==> src/rtl/gardner_loop_ctrl.sv <==
// Symbol-timing loop controller: PI loop filter on the sampled Gardner error
// drives skip/stall adjustments of a modulo-SPS sample-phase counter.
module gardner_loop_ctrl #(
    parameter int WIDTH       = 16,
    parameter int SPS         = 32,
    parameter int KP_SHIFT    = 4,
    parameter int KI_SHIFT    = 10,
    parameter int ACC_WIDTH   = 24,
    parameter int STEP_THRESH = 4096,
    parameter int LOCK_THRESH = 512,
    parameter int LOCK_COUNT  = 16
) (
    input  logic                        clk_32M768,
    input  logic                        rst,
    input  logic                        en,
    input  logic signed [WIDTH-1:0]     error_n,
    output logic [$clog2(SPS)-1:0]      phase,
    output logic                        strobe_sym,
    output logic                        strobe_mid,
    output logic                        adj_adv,
    output logic                        adj_ret,
    output logic                        locked,
    output logic signed [ACC_WIDTH-1:0] integ
);
    localparam int PW = $clog2(SPS);
    localparam int SW = ACC_WIDTH + 2;
    localparam int CW = $clog2(LOCK_COUNT + 1);
    localparam int LW = WIDTH + 1;

    localparam logic [PW-1:0] PH_LAST = PW'(SPS - 1);
    localparam logic [PW-1:0] PH_STEP = PW'(SPS / 4);
    localparam logic [PW-1:0] PH_SKIP = PW'(SPS / 4 + 2);
    localparam logic [PW-1:0] PH_MID  = PW'(SPS / 2);
    localparam logic [CW-1:0] CNT_LAST = CW'(LOCK_COUNT - 1);

    localparam logic signed [SW-1:0] ONE     = SW'(1);
    localparam logic signed [SW-1:0] ACC_MAX = (ONE <<< (ACC_WIDTH - 1)) - ONE;
    localparam logic signed [SW-1:0] ACC_MIN = -(ONE <<< (ACC_WIDTH - 1));
    localparam logic signed [SW-1:0] THRESH  = SW'(STEP_THRESH);

    localparam logic signed [WIDTH-1:0] E_MIN     = {1'b1, {(WIDTH-1){1'b0}}};
    localparam logic [WIDTH-1:0]        E_MAG_MAX = {1'b0, {(WIDTH-1){1'b1}}};
    localparam logic [LW-1:0]           LOCK_T    = LW'(LOCK_THRESH);

    typedef enum logic [1:0] {IDLE, ACQUIRE, LOCKED} state_t;
    typedef enum logic [1:0] {STEP_NONE, STEP_ADV, STEP_RET} step_t;

    state_t state, state_nx;
    step_t  pend, pend_nx;

    logic [CW-1:0]               lock_cnt, cnt_nx;
    logic signed [ACC_WIDTH-1:0] ctrl, acc, integ_nx, ctrl_nx, acc_nx;
    logic [PW-1:0]               ph_nx;
    logic                        adv_nx, ret_nx;
    logic                        upd, dec, in_win;
    logic [WIDTH-1:0]            e_mag;
    logic [7:0]                  kp, ki;
    logic signed [SW-1:0]        e_ext, sum;

    function automatic logic signed [ACC_WIDTH-1:0] sat(input logic signed [SW-1:0] v);
        if (v > ACC_MAX) return ACC_MAX[ACC_WIDTH-1:0];
        if (v < ACC_MIN) return ACC_MIN[ACC_WIDTH-1:0];
        return v[ACC_WIDTH-1:0];
    endfunction

    // Loop update at the last phase of a symbol; step decision one cycle later.
    assign upd = (state != IDLE) && (phase == PH_LAST);
    assign dec = (state != IDLE) && (phase == '0);

    assign e_mag  = (error_n == E_MIN) ? E_MAG_MAX
                  : (error_n[WIDTH-1] ? $unsigned(-error_n) : $unsigned(error_n));
    assign in_win = {1'b0, e_mag} < LOCK_T;

    always_comb begin
        state_nx = state;
        cnt_nx   = lock_cnt;
        if (!en) begin
            state_nx = IDLE;
            cnt_nx   = '0;
        end else begin
            unique case (state)
                IDLE: state_nx = ACQUIRE;
                ACQUIRE, LOCKED: begin
                    if (upd) begin
                        if ((state == ACQUIRE) ? in_win : !in_win) begin
                            if (lock_cnt == CNT_LAST) begin
                                state_nx = (state == ACQUIRE) ? LOCKED : ACQUIRE;
                                cnt_nx   = '0;
                            end else begin
                                cnt_nx = lock_cnt + CW'(1);
                            end
                        end else begin
                            cnt_nx = '0;
                        end
                    end
                end
                default: state_nx = IDLE;
            endcase
        end
    end

    always_comb begin
        kp       = (state == LOCKED) ? 8'(KP_SHIFT + 2) : 8'(KP_SHIFT);
        ki       = (state == LOCKED) ? 8'(KI_SHIFT + 2) : 8'(KI_SHIFT);
        e_ext    = SW'(error_n);
        sum      = '0;
        integ_nx = integ;
        ctrl_nx  = ctrl;
        acc_nx   = acc;
        pend_nx  = pend;
        ph_nx    = '0;
        adv_nx   = 1'b0;
        ret_nx   = 1'b0;

        if (upd) begin
            integ_nx = sat(SW'(integ) + (e_ext >>> ki));
            ctrl_nx  = sat((e_ext >>> kp) + SW'(integ_nx));
        end

        if (dec) begin
            sum = SW'(acc) + SW'(ctrl);
            if (sum >= THRESH) begin
                acc_nx  = sat(sum - THRESH);
                pend_nx = STEP_ADV;
            end else if (sum <= -THRESH) begin
                acc_nx  = sat(sum + THRESH);
                pend_nx = STEP_RET;
            end else begin
                acc_nx  = sat(sum);
                pend_nx = STEP_NONE;
            end
        end

        // Leaving IDLE keeps phase at 0 for the first active cycle.
        if (state != IDLE) begin
            if (phase == PH_STEP && pend == STEP_ADV) begin
                ph_nx   = PH_SKIP;
                adv_nx  = 1'b1;
                pend_nx = STEP_NONE;
            end else if (phase == PH_STEP && pend == STEP_RET) begin
                ph_nx   = PH_STEP;
                ret_nx  = 1'b1;
                pend_nx = STEP_NONE;
            end else if (phase == PH_LAST) begin
                ph_nx = '0;
            end else begin
                ph_nx = phase + PW'(1);
            end
        end
    end

    always_ff @(posedge clk_32M768) begin
        if (rst) begin
            state    <= IDLE;
            lock_cnt <= '0;
        end else begin
            state    <= state_nx;
            lock_cnt <= cnt_nx;
        end
    end

    always_ff @(posedge clk_32M768) begin
        if (rst || state_nx == IDLE) begin
            phase      <= '0;
            strobe_sym <= 1'b0;
            strobe_mid <= 1'b0;
            adj_adv    <= 1'b0;
            adj_ret    <= 1'b0;
            locked     <= 1'b0;
            integ      <= '0;
            ctrl       <= '0;
            acc        <= '0;
            pend       <= STEP_NONE;
        end else begin
            phase      <= ph_nx;
            strobe_sym <= (ph_nx == '0);
            strobe_mid <= (ph_nx == PH_MID);
            adj_adv    <= adv_nx;
            adj_ret    <= ret_nx;
            locked     <= (state_nx == LOCKED);
            integ      <= integ_nx;
            ctrl       <= ctrl_nx;
            acc        <= acc_nx;
            pend       <= pend_nx;
        end
    end
endmodule

==> config.mk <==
export PLATFORM = sky130hd
export DESIGN_NAME = gardner_loop_ctrl
export DESIGN_NICKNAME = d
export VERILOG_FILES = /design/src/rtl/gardner_loop_ctrl.sv
export SDC_FILE = /design/constraint.sdc
export NUM_CORES = 1
export LEC_CHECK = 0
export ABC_AREA = 1
export CORE_ASPECT_RATIO = 2
export CORE_UTILIZATION = 63
export CTS_BUF_LIST = sky130_fd_sc_hd__clkbuf_8
export CTS_CLUSTER_SIZE = 24
export DETAILED_ROUTE_END_ITERATION = 10
export PLACE_DENSITY_LB_ADDON = 0.08
export SLEW_MARGIN = 10
export SYNTH_ARGS = -nofsm -noshare
export SYNTH_HDL_FRONTEND = slang
export SYNTH_SLANG_ARGS = --single-unit
==> constraint.sdc <==
create_clock -name clk_32M768 -period 6.63 [get_ports clk_32M768]
set_clock_uncertainty 0.1 [all_clocks]
set_input_delay 0.9945 -clock clk_32M768 [delete_from_list [all_inputs] [get_ports clk_32M768]]
set_output_delay 0.9945 -clock clk_32M768 [all_outputs]
set_load 0.05 [all_outputs]
==> flow_metrics.env, run 1 <==
export IMPL_vdd_ir_drop_max_v=0.0000912
export IMPL_grt_overflow=0
export IMPL_avgSynthCellArea_sq_um=6.17
export IMPL_cts_root_buffer="clkbuf_8"
export IMPL_start_util=0.641
export IMPL_dieArea_sq_um=16000
export IMPL_synth_top_area_share=0.187
export IMPL_synth_compound_area_frac=0.172
export IMPL_vias=10700
export IMPL_hold_violations=0
export IMPL_crit_arrival_ns=6.46
export IMPL_layout_drive_gt1_share=0.0791
export IMPL_drv_cap=0
export IMPL_cts_htree_levels=3
export IMPL_hold_buffers=0
export IMPL_grt_pass1_vias=10600
export IMPL_place_hpwl_mm=25.3
export IMPL_multi_input_area_sq_um=7060
export IMPL_drt_initial_drc_count=445
export IMPL_synth_area_sq_um=9760
export IMPL_synth_edf_count=0
export IMPL_cp_common_cell="nand2_1"
export IMPL_cts_max_path_buffers=2
export IMPL_synth_fa_ha_area_frac=0.113
export IMPL_period_needed_ns=6.26
export IMPL_synthFlopType="dfxtp_1"
export IMPL_timing_hold_ws_ns=0.386
export IMPL_synth_seq_cells=91
export IMPL_required_ns=6.83
export IMPL_vias_per_cell=5.88
export IMPL_area_growth_pct=8.26
export IMPL_track_usage=0.391
export IMPL_cts_buffers_inserted=9
export IMPL_nets=1718
export IMPL_grt_pass1_wl_mm=49.1
export IMPL_cp_start_kind="input port"
export IMPL_fin_crit_sh=0.944
export IMPL_synth_nets=1687
export IMPL_core_rowCount=64
export IMPL_critPathKind="input port to register"
export IMPL_p_total_uw=1410
export IMPL_status="complete, no violations"
export IMPL_drt_wl_total_mm=31.7
export IMPL_path_clk_slew_ns=0.09
export IMPL_ff_latch_area_sq_um=1820
export IMPL_yosys_area_share_simple=0.372
export IMPL_slowest_delay_ns=0.50
export IMPL_yosysMostFrequentCell="nand2_1"
export IMPL_die_h_microns=178
export IMPL_synthArstFlopShare=0
export IMPL_worst_pin_slew_ns=1.25
export IMPL_cts_tree="built"
export IMPL_drt_pass1_iterations=5
export IMPL_antenna_cells=0
export IMPL_die_x_microns=90.0
export IMPL_max_freq_mhz=160
export IMPL_postRouteAntennaNets=0
export IMPL_fillers=1440
export IMPL_cp_end_kind="register"
export IMPL_cellPowerDensity_nw_per_um2=133
export IMPL_clkLatencyLatePin_ns=0.38
export IMPL_muxShareOfSynthArea=0
export IMPL_slew_headroom=0.165
export IMPL_gp_congestion=1.07
export IMPL_core_sq_um=15200
export IMPL_antenna_found_initial=0
export IMPL_synth_largest_area_cell="dfxtp_1"
export IMPL_cts_setup_buffers=0
export IMPL_yosys_top_cells_count="nand2_1 (458), inv_1 (162), a21oi_1 (132)"
export IMPL_p_leak_uw=0.00498
export IMPL_maxSlewViolCount=0
export IMPL_slowest_stage="clkdlybuf4s50_1"
export IMPL_syn_inst=1582
export IMPL_io_buffers=52
export IMPL_post_drt_wl_per_cell_microns=17.5
export IMPL_setup_violations=0
export IMPL_synth_lib_cells_used_distinct=57
export IMPL_path_max_fanout=5
export IMPL_cts_num_sinks=91
export IMPL_ys_warn_count=0
export IMPL_ys_seq_area_frac=0.187
export IMPL_synth_area_leaders="dfxtp_1 (19%), nand2_1 (18%), ha_1 (11%)"
export IMPL_drc_errors=0
export IMPL_grt_max_degree=45
export IMPL_synth_top_family_by_area="simple AND/OR/NAND/NOR gates"
export IMPL_fin_setup_tns_ns=0
export IMPL_ctsResizeCount=0
export IMPL_synth_xor_area_share=0.0654
export IMPL_min_path_type="register to register"
export IMPL_io_pins=53
export IMPL_rsz0062_at_grt="false"
flip-flops by register name, indices dropped and copies added (netlist names):
| register | flops |
|---|---|
| acc | 24 |
| adj_adv | 1 |
| adj_ret | 1 |
| ctrl | 24 |
| integ | 24 |
| lock_cnt | 5 |
| locked | 1 |
| pend | 2 |
| phase | 5 |
| state | 2 |
| strobe_mid | 1 |
| strobe_sym | 1 |
power breakdown:
group	total [uW]	internal (uW)	switching, uW
Combinational	487	151	336
Clock	367	141	226
Sequential	554	551	3.88
Total	1410	842	566
logic make-up (layout without fill, tap and decap cells):
logic type | after synthesis | in the layout
compound gates | 296 | 296
xor+xnor | 66 | 66
fa+ha+maj | 86 | 86
buf+inv | 217 | 253
flops | 91 | 91
simple gates | 826 | 826
stage by stage:
step	cells	setup slack [ns]	util	area [sq um]
after floorplan	1582	1.27	-	9760
after global placement	1800	0.230	0.682	10400
after detailed placement	1800	0.0809	0.682	10400
after CTS	1816	0.481	0.694	10600
after global routing	1816	0.0308	0.694	10600
final	1816	0.373	0.694	10600
final cells by class:
cell class	count	area share
inverter	176	0.0629
tap	198	0.0234
multi-input combinational	1274	0.668
timing repair buffer	61	0.0568
clock inverter	7	0.00486
sequential	91	0.172
clock buffer	9	0.0117
worst max-delay path, delay by kind of cell:
family          cells  cell delay [ns]
compound gates     11             2.23
xor+xnor            1             0.15
fa+ha+maj           2             0.84
buf+inv             2             0.54
simple gates       14             1.73
cell usage in the layout (no fill, tap or decap), types with 7 or more instances in the layout:
| cell type | netlist | layout |
|---|---|---|
| nor3_1 | 18 | 18 |
| buf_4 | 2 | 8 |
| nand3b_1 | 7 | 7 |
| a21oi_1 | 132 | 132 |
| inv_2 | 13 | 13 |
| nand2_1 | 458 | 458 |
| inv_1 | 162 | 162 |
| nand4_1 | 30 | 30 |
| nand2_2 | 29 | 28 |
| ha_1 | 83 | 82 |
| clkbuf_8 | 0 | 9 |
| o21ai_0 | 102 | 102 |
| xor2_1 | 48 | 48 |
| a21oi_2 | 20 | 20 |
| nor2_1 | 129 | 128 |
| xnor2_1 | 13 | 13 |
| nand3_1 | 111 | 111 |
| dfxtp_1 | 91 | 91 |
| nor2_2 | 6 | 7 |
| nor4_1 | 10 | 10 |
| nand2_4 | 7 | 8 |
| clkdlybuf4s50_1 | 0 | 52 |
routing by layer:
metal / share of wire / wire length (microns) / track usage / up-vias
li1: - / - / - / 5272
met5: 0 / 0 / 0 / -
met4: 0.10 / 3290 / 0.400 / 0
met3: 0.043 / 1360 / 0.0584 / 200
met1: 0.32 / 10000 / 0.317 / 4814
met2: 0.54 / 17000 / 0.763 / 394
worst paths after layout:
path                                  start          end  slack, ns  depth (start not counted)
worst min-delay path            lock_cnt[4]  lock_cnt[4]       0.39                          2
worst min register to register  lock_cnt[4]  lock_cnt[4]       0.39                          2
worst max-delay path            error_n[15]      ctrl[1]       0.37                         30
worst max register to register     state[0]      ctrl[1]       0.59                         32
Power figures use the tool's default switching activity.
==> run 2, diff against run 1 <==
- CORE_MARGIN: not set -> 1.5
==> run 2 against run 1 <==
Effect of this change: count of clock-buffer cells in the layout unchanged; cell count about the same; clock power up 17%; register-to-register slack worse by 0.03 ns; sequential cell count unchanged; hold slack better by 0.0018 ns; sequential power about the same; sequential share of layout area down 0.11 points; total power up 5.7%; final area up 0.64%; non-clock buffer count down 1; routed wire length up 4.9%.
==> flow_metrics.env, run 2 (synthesized netlist as in run 1, its figures left out) <==
export IMPL_pwr_share_clk=0.289
export IMPL_required_ns=6.80
export IMPL_vias_per_cell=5.96
export IMPL_min_from="integ[8]"
export IMPL_area_growth_pct=8.95
export IMPL_worst_pin_slew_ns=1.32
export IMPL_r2r_start="state[0]"
export IMPL_p_comb_frac=0.338
export IMPL_p_total_uw=1490
export IMPL_crit_start="error_n[15]"
export IMPL_cts_num_sinks=91
export IMPL_clkLatencyLatePin_ns=0.40
export IMPL_status="complete, no violations"
export IMPL_vias=10800
export IMPL_largestRegisters="acc (24), ctrl (24), integ (24)"
export IMPL_maxSlewViolCount=0
export IMPL_hold_violations=0
export IMPL_place_area_sq_um=10400
export IMPL_switchingPower_uw=601
export IMPL_period_needed_ns=6.17
export IMPL_critPathKind="input port to register"
export IMPL_place_hpwl_mm=26.1
export IMPL_cts_buffers_inserted=9
export IMPL_path_max_fanout=21
export IMPL_core_sq_um=15200
export IMPL_rsz0062_at_grt="false"
export IMPL_crit_arrival_ns=6.33
export IMPL_slew_headroom=0.119
export IMPL_cts_htree_levels=3
export IMPL_dieArea_sq_um=16300
export IMPL_start_util=0.641
export IMPL_layout_drive_gt1_share=0.0821
export IMPL_p_leak_uw=0.00500
export IMPL_setup_violations=0
export IMPL_fin_util=0.699
export IMPL_gp_congestion=1.06
export IMPL_timing_hold_ws_ns=0.387
export IMPL_seqPwrFrac=0.373
export IMPL_nets=1719
export IMPL_drv_cap=0
export IMPL_cellPowerDensity_nw_per_um2=140
export IMPL_layout_commonest_cell="nand2_1"
export IMPL_vdd_ir_drop_max_v=0.0000893
export IMPL_io_buffers=52
export IMPL_core_rowCount=64
export IMPL_cp_end_kind="register"
export IMPL_die_h_microns=179
export IMPL_grt_max_degree=45
export IMPL_antenna_cells=0
export IMPL_io_pins=53
export IMPL_cp_start_kind="input port"
export IMPL_drt_initial_drc_count=523
export IMPL_min_path_type="register to register"
export IMPL_track_usage=0.409
export IMPL_antenna_found_initial=0
export IMPL_grt_pass1_vias=10700
export IMPL_postRouteAntennaNets=0
export IMPL_max_freq_mhz=162
export IMPL_fin_area_sq_um=10600
export IMPL_p_int_uw=887
export IMPL_layout_common_cells="nand2_1 (458), inv_1 (161), a21oi_1 (130), nor2_1 (128), nand3_1 (110)"
export IMPL_path_clk_slew_ns=0.10
export IMPL_cts_tree="built"
export IMPL_grt_pass1_wl_mm=51.7
export IMPL_drt_wl_total_mm=33.2
export IMPL_grt_overflow=0
export IMPL_die_x_microns=91.0
export IMPL_post_drt_wl_per_cell_microns=18.3
export IMPL_drc_errors=0
export IMPL_cts_root_buffer="clkbuf_8"
export IMPL_fin_setup_tns_ns=0
export IMPL_drt_pass1_iterations=7
export IMPL_switching_share=0.404
export IMPL_cts_max_path_buffers=2
export IMPL_fin_crit_sh=0.930
-- run 2: changes by cell type in the layout (fill, tap and decap cells not counted), moves of 2 or more --
| cell | change |
|---|---|
| a21oi_2 | +2 |
| inv_6 | -2 |
| a21oi_1 | -2 |
| clkinv_2 | -2 |
-- run 2: power by group through the flow --
| stage | Sequential [uW] | Clock (uW) | Combinational [uW] |
|---|---|---|---|
| final | 555 | 430 | 504 |
| after global placement | 567 | 0 | 473 |
| after global routing | 555 | 450 | 550 |
| after detailed placement | 567 | 0 | 477 |
| after CTS | 554 | 428 | 479 |
| after floorplan | 567 | 0 | 349 |
-- run 2: cell type report --
type                       instances  area, sq um
clock buffer                       9          124
clock inverter                     7         93.8
fill                            1411         4580
inverter                         176          661
multi-input combinational       1276         7090
sequential                        91         1820
tap                              198          248
timing repair buffer              60          593
-- run 2: what timing repair did --
item,in CTS,in global routing
buffers inserted,0,0
endpoints found under the setup margin,0,23
resized for setup,0,7
hold buffers,0,0
-- run 2: layer usage --
| layer | routed length [microns] | vias to the layer above | global-route usage |
|---|---|---|---|
| met3 | 1850 | 213 | 0.0780 |
| met2 | 17700 | 454 | 0.784 |
| met5 | 0 | - | 0 |
| li1 | - | 5277 | - |
| met1 | 10200 | 4887 | 0.336 |
| met4 | 3500 | 0 | 0.395 |
-- run 2: worst max-delay path: stages --
cell	delay, ns
clkdlybuf4s50_1	0.50
or2_2	0.34
o21ai_0	0.10
o21ai_0	0.18
fa_1	0.46
nand2_1	0.08
nand2_1	0.06
nand3_1	0.11
nand2_2	0.12
a21oi_1	0.24
o21bai_1	0.15
a21oi_2	0.22
nor2_1	0.07
nor2_1	0.14
o21ai_0	0.16
xnor2_1	0.15
o21ai_0	0.21
ha_1	0.33
a21oi_1	0.22
o21ai_0	0.19
a221oi_1	0.29
o21a_1	0.16
nand3_1	0.09
nand2_2	0.21
inv_2	0.09
a21oi_4	0.17
buf_12	0.20
a21oi_2	0.07
-- run 2: final timing paths --
| path | to | slack (ns) | cells past startpoint |
|---|---|---|---|
| worst max-delay path | ctrl[9] | 0.46 | 28 |
| worst min-delay path | integ[8] | 0.39 | 2 |
| worst max register to register | ctrl[9] | 0.56 | 32 |
| worst min register to register | integ[8] | 0.39 | 2 |
-- run 2: stage by stage --
stage          setup WS (ns)  std cells
6_report               0.465       1817
3_3_place_gp           0.226       1799
5_1_grt               0.0604       1817
3_5_place_dp         0.00317       1799
4_1_cts                0.352       1815
2_1_floorplan           1.27       1582
==> run 3, diff against run 2 <==
- CTS_CLUSTER_SIZE: 24 -> 16
- PLACE_DENSITY_LB_ADDON: 0.08 -> 0.12
==> run 3 against run 2 <==
Effect of this change: final area shrank 0.38%; routed wire length down 4.5%; sequential share of layout area grew 0.065 points; clock power is 3% lower; first-iteration DRC count up 0.57%; worst setup slack got worse by 0.055 ns; utilization fell by 0.26 points; total power is 2.0% lower; combinational power is 4% lower; via count down 1.3%; cell count barely moved.
==> flow_metrics.env, run 3 (synthesized netlist as in run 1, its figures left out) <==
export IMPL_cp_common_cell="nand2_1"
export IMPL_setup_violations=0
export IMPL_drv_cap=0
export IMPL_p_leak_uw=0.00500
export IMPL_area_growth_pct=8.54
export IMPL_antenna_found_initial=0
export IMPL_cellPowerDensity_nw_per_um2=138
export IMPL_slowest_stage="clkdlybuf4s50_1"
export IMPL_place_hpwl_mm=24.9
export IMPL_grt_pass1_vias=10600
export IMPL_grt_overflow=0
export IMPL_drt_initial_drc_count=526
export IMPL_fin_util=0.696
export IMPL_crit_start="error_n[12]"
export IMPL_period_needed_ns=6.22
export IMPL_vias=10700
export IMPL_core_sq_um=15200
export IMPL_status="complete, no violations"
export IMPL_drt_pass1_iterations=6
export IMPL_cp_end_kind="register"
export IMPL_dieArea_sq_um=16300
export IMPL_dp_cells=1802
export IMPL_min_from="lock_cnt[4]"
export IMPL_final_cells=1818
export IMPL_cts_root_buffer="clkbuf_8"
export IMPL_post_drt_wl_per_cell_microns=17.5
export IMPL_io_buffers=52
export IMPL_nets=1720
export IMPL_drc_errors=0
export IMPL_cts_num_sinks=91
export IMPL_maxSlewViolCount=0
export IMPL_min_path_type="register to register"
export IMPL_worst_pin_slew_ns=1.22
export IMPL_clkLatencyLatePin_ns=0.39
export IMPL_vias_per_cell=5.88
export IMPL_track_usage=0.388
export IMPL_drt_wl_total_mm=31.7
export IMPL_fin_setup_tns_ns=0
export IMPL_io_pins=53
export IMPL_layout_common_cells="nand2_1 (458), inv_1 (161), a21oi_1 (132), nor2_1 (128), nand3_1 (111)"
export IMPL_slew_headroom=0.187
export IMPL_crit_arrival_ns=6.38
export IMPL_postRouteAntennaNets=0
export IMPL_layout_drive_gt1_share=0.0802
export IMPL_cts_htree_levels=3
export IMPL_required_ns=6.79
export IMPL_path_clk_slew_ns=0.10
export IMPL_largestRegisters="acc (24), ctrl (24), integ (24)"
export IMPL_antenna_cells=0
export IMPL_layout_commonest_cell="nand2_1"
export IMPL_die_x_microns=91.0
export IMPL_critPathKind="input port to register"
export IMPL_r2r_start="state[0]"
export IMPL_cp_start_kind="input port"
export IMPL_hold_violations=0
export IMPL_cts_max_path_buffers=2
export IMPL_core_rowCount=64
export IMPL_start_util=0.641
export IMPL_grt_max_degree=45
export IMPL_path_max_fanout=21
export IMPL_hold_buffers=0
export IMPL_cts_tree="built"
export IMPL_cts_buffers_inserted=9
export IMPL_timing_hold_ws_ns=0.372
export IMPL_grt_pass1_wl_mm=49.3
export IMPL_max_freq_mhz=161
export IMPL_fin_crit_sh=0.938
export IMPL_slowest_delay_ns=0.50
export IMPL_rsz0062_at_grt="false"
export IMPL_cts_setup_buffers=0
export IMPL_die_h_microns=179
export IMPL_vdd_ir_drop_max_v=0.000110
export IMPL_gp_congestion=1.05
run 3: final cells by class:
cell class              count  area [sq um]
clock inverters             6          70.1
inverters                 176           664
repair buffers             63           603
clock buffers              10           138
well taps                 198           248
multi-input cells        1274          7050
fillers                  1448          4620
flip-flops and latches     91          1820
run 3: report_power, final:
part | switching [uW] | internal (uW) | leakage [uW] | total (uW)
Clock | 229 | 189 | 0.000108 | 419
Combinational | 335 | 150 | 0.00416 | 485
Sequential | 3.79 | 551 | 0.000734 | 554
Total | 569 | 889 | 0.00500 | 1460
run 3: layer usage:
layer  up-vias  track usage  routed length (microns)
li1       5270            -                        -
met1      4828        0.321                    10300
met2       400        0.746                    16800
met3       188       0.0729                     1580
met4         0        0.365                     2980
met5         -            0                        0
run 3: metrics by stage:
step	area [sq um]	worst slack (ns)	power, uW
floorplan	9760	1.27	916
global placement	10400	0.267	1030
detailed placement	10400	0.131	1040
CTS	10600	0.526	1450
global route	10600	0.0177	1530
finish	10600	0.410	1460
run 3: worst max-delay path: cells and delay by family:
kind | cells | cell delay [ns]
compound gates | 11 | 2.08
simple gates | 14 | 1.25
fa+ha+maj | 3 | 0.97
buf+inv | 5 | 0.98
xor+xnor | 1 | 0.09
run 3: final timing paths:
kind                 end  cells after the start  slack (ns)
max reg2reg     ctrl[16]                     35        0.66
min reg2reg  lock_cnt[4]                      2        0.37
min          lock_cnt[4]                      2        0.37
max             ctrl[16]                     34        0.41
run 3: timing repair:
action                                  CTS  global route
endpoints found under the setup margin    0             3
endpoints found under the hold margin     0             0
resized for setup                         0             1
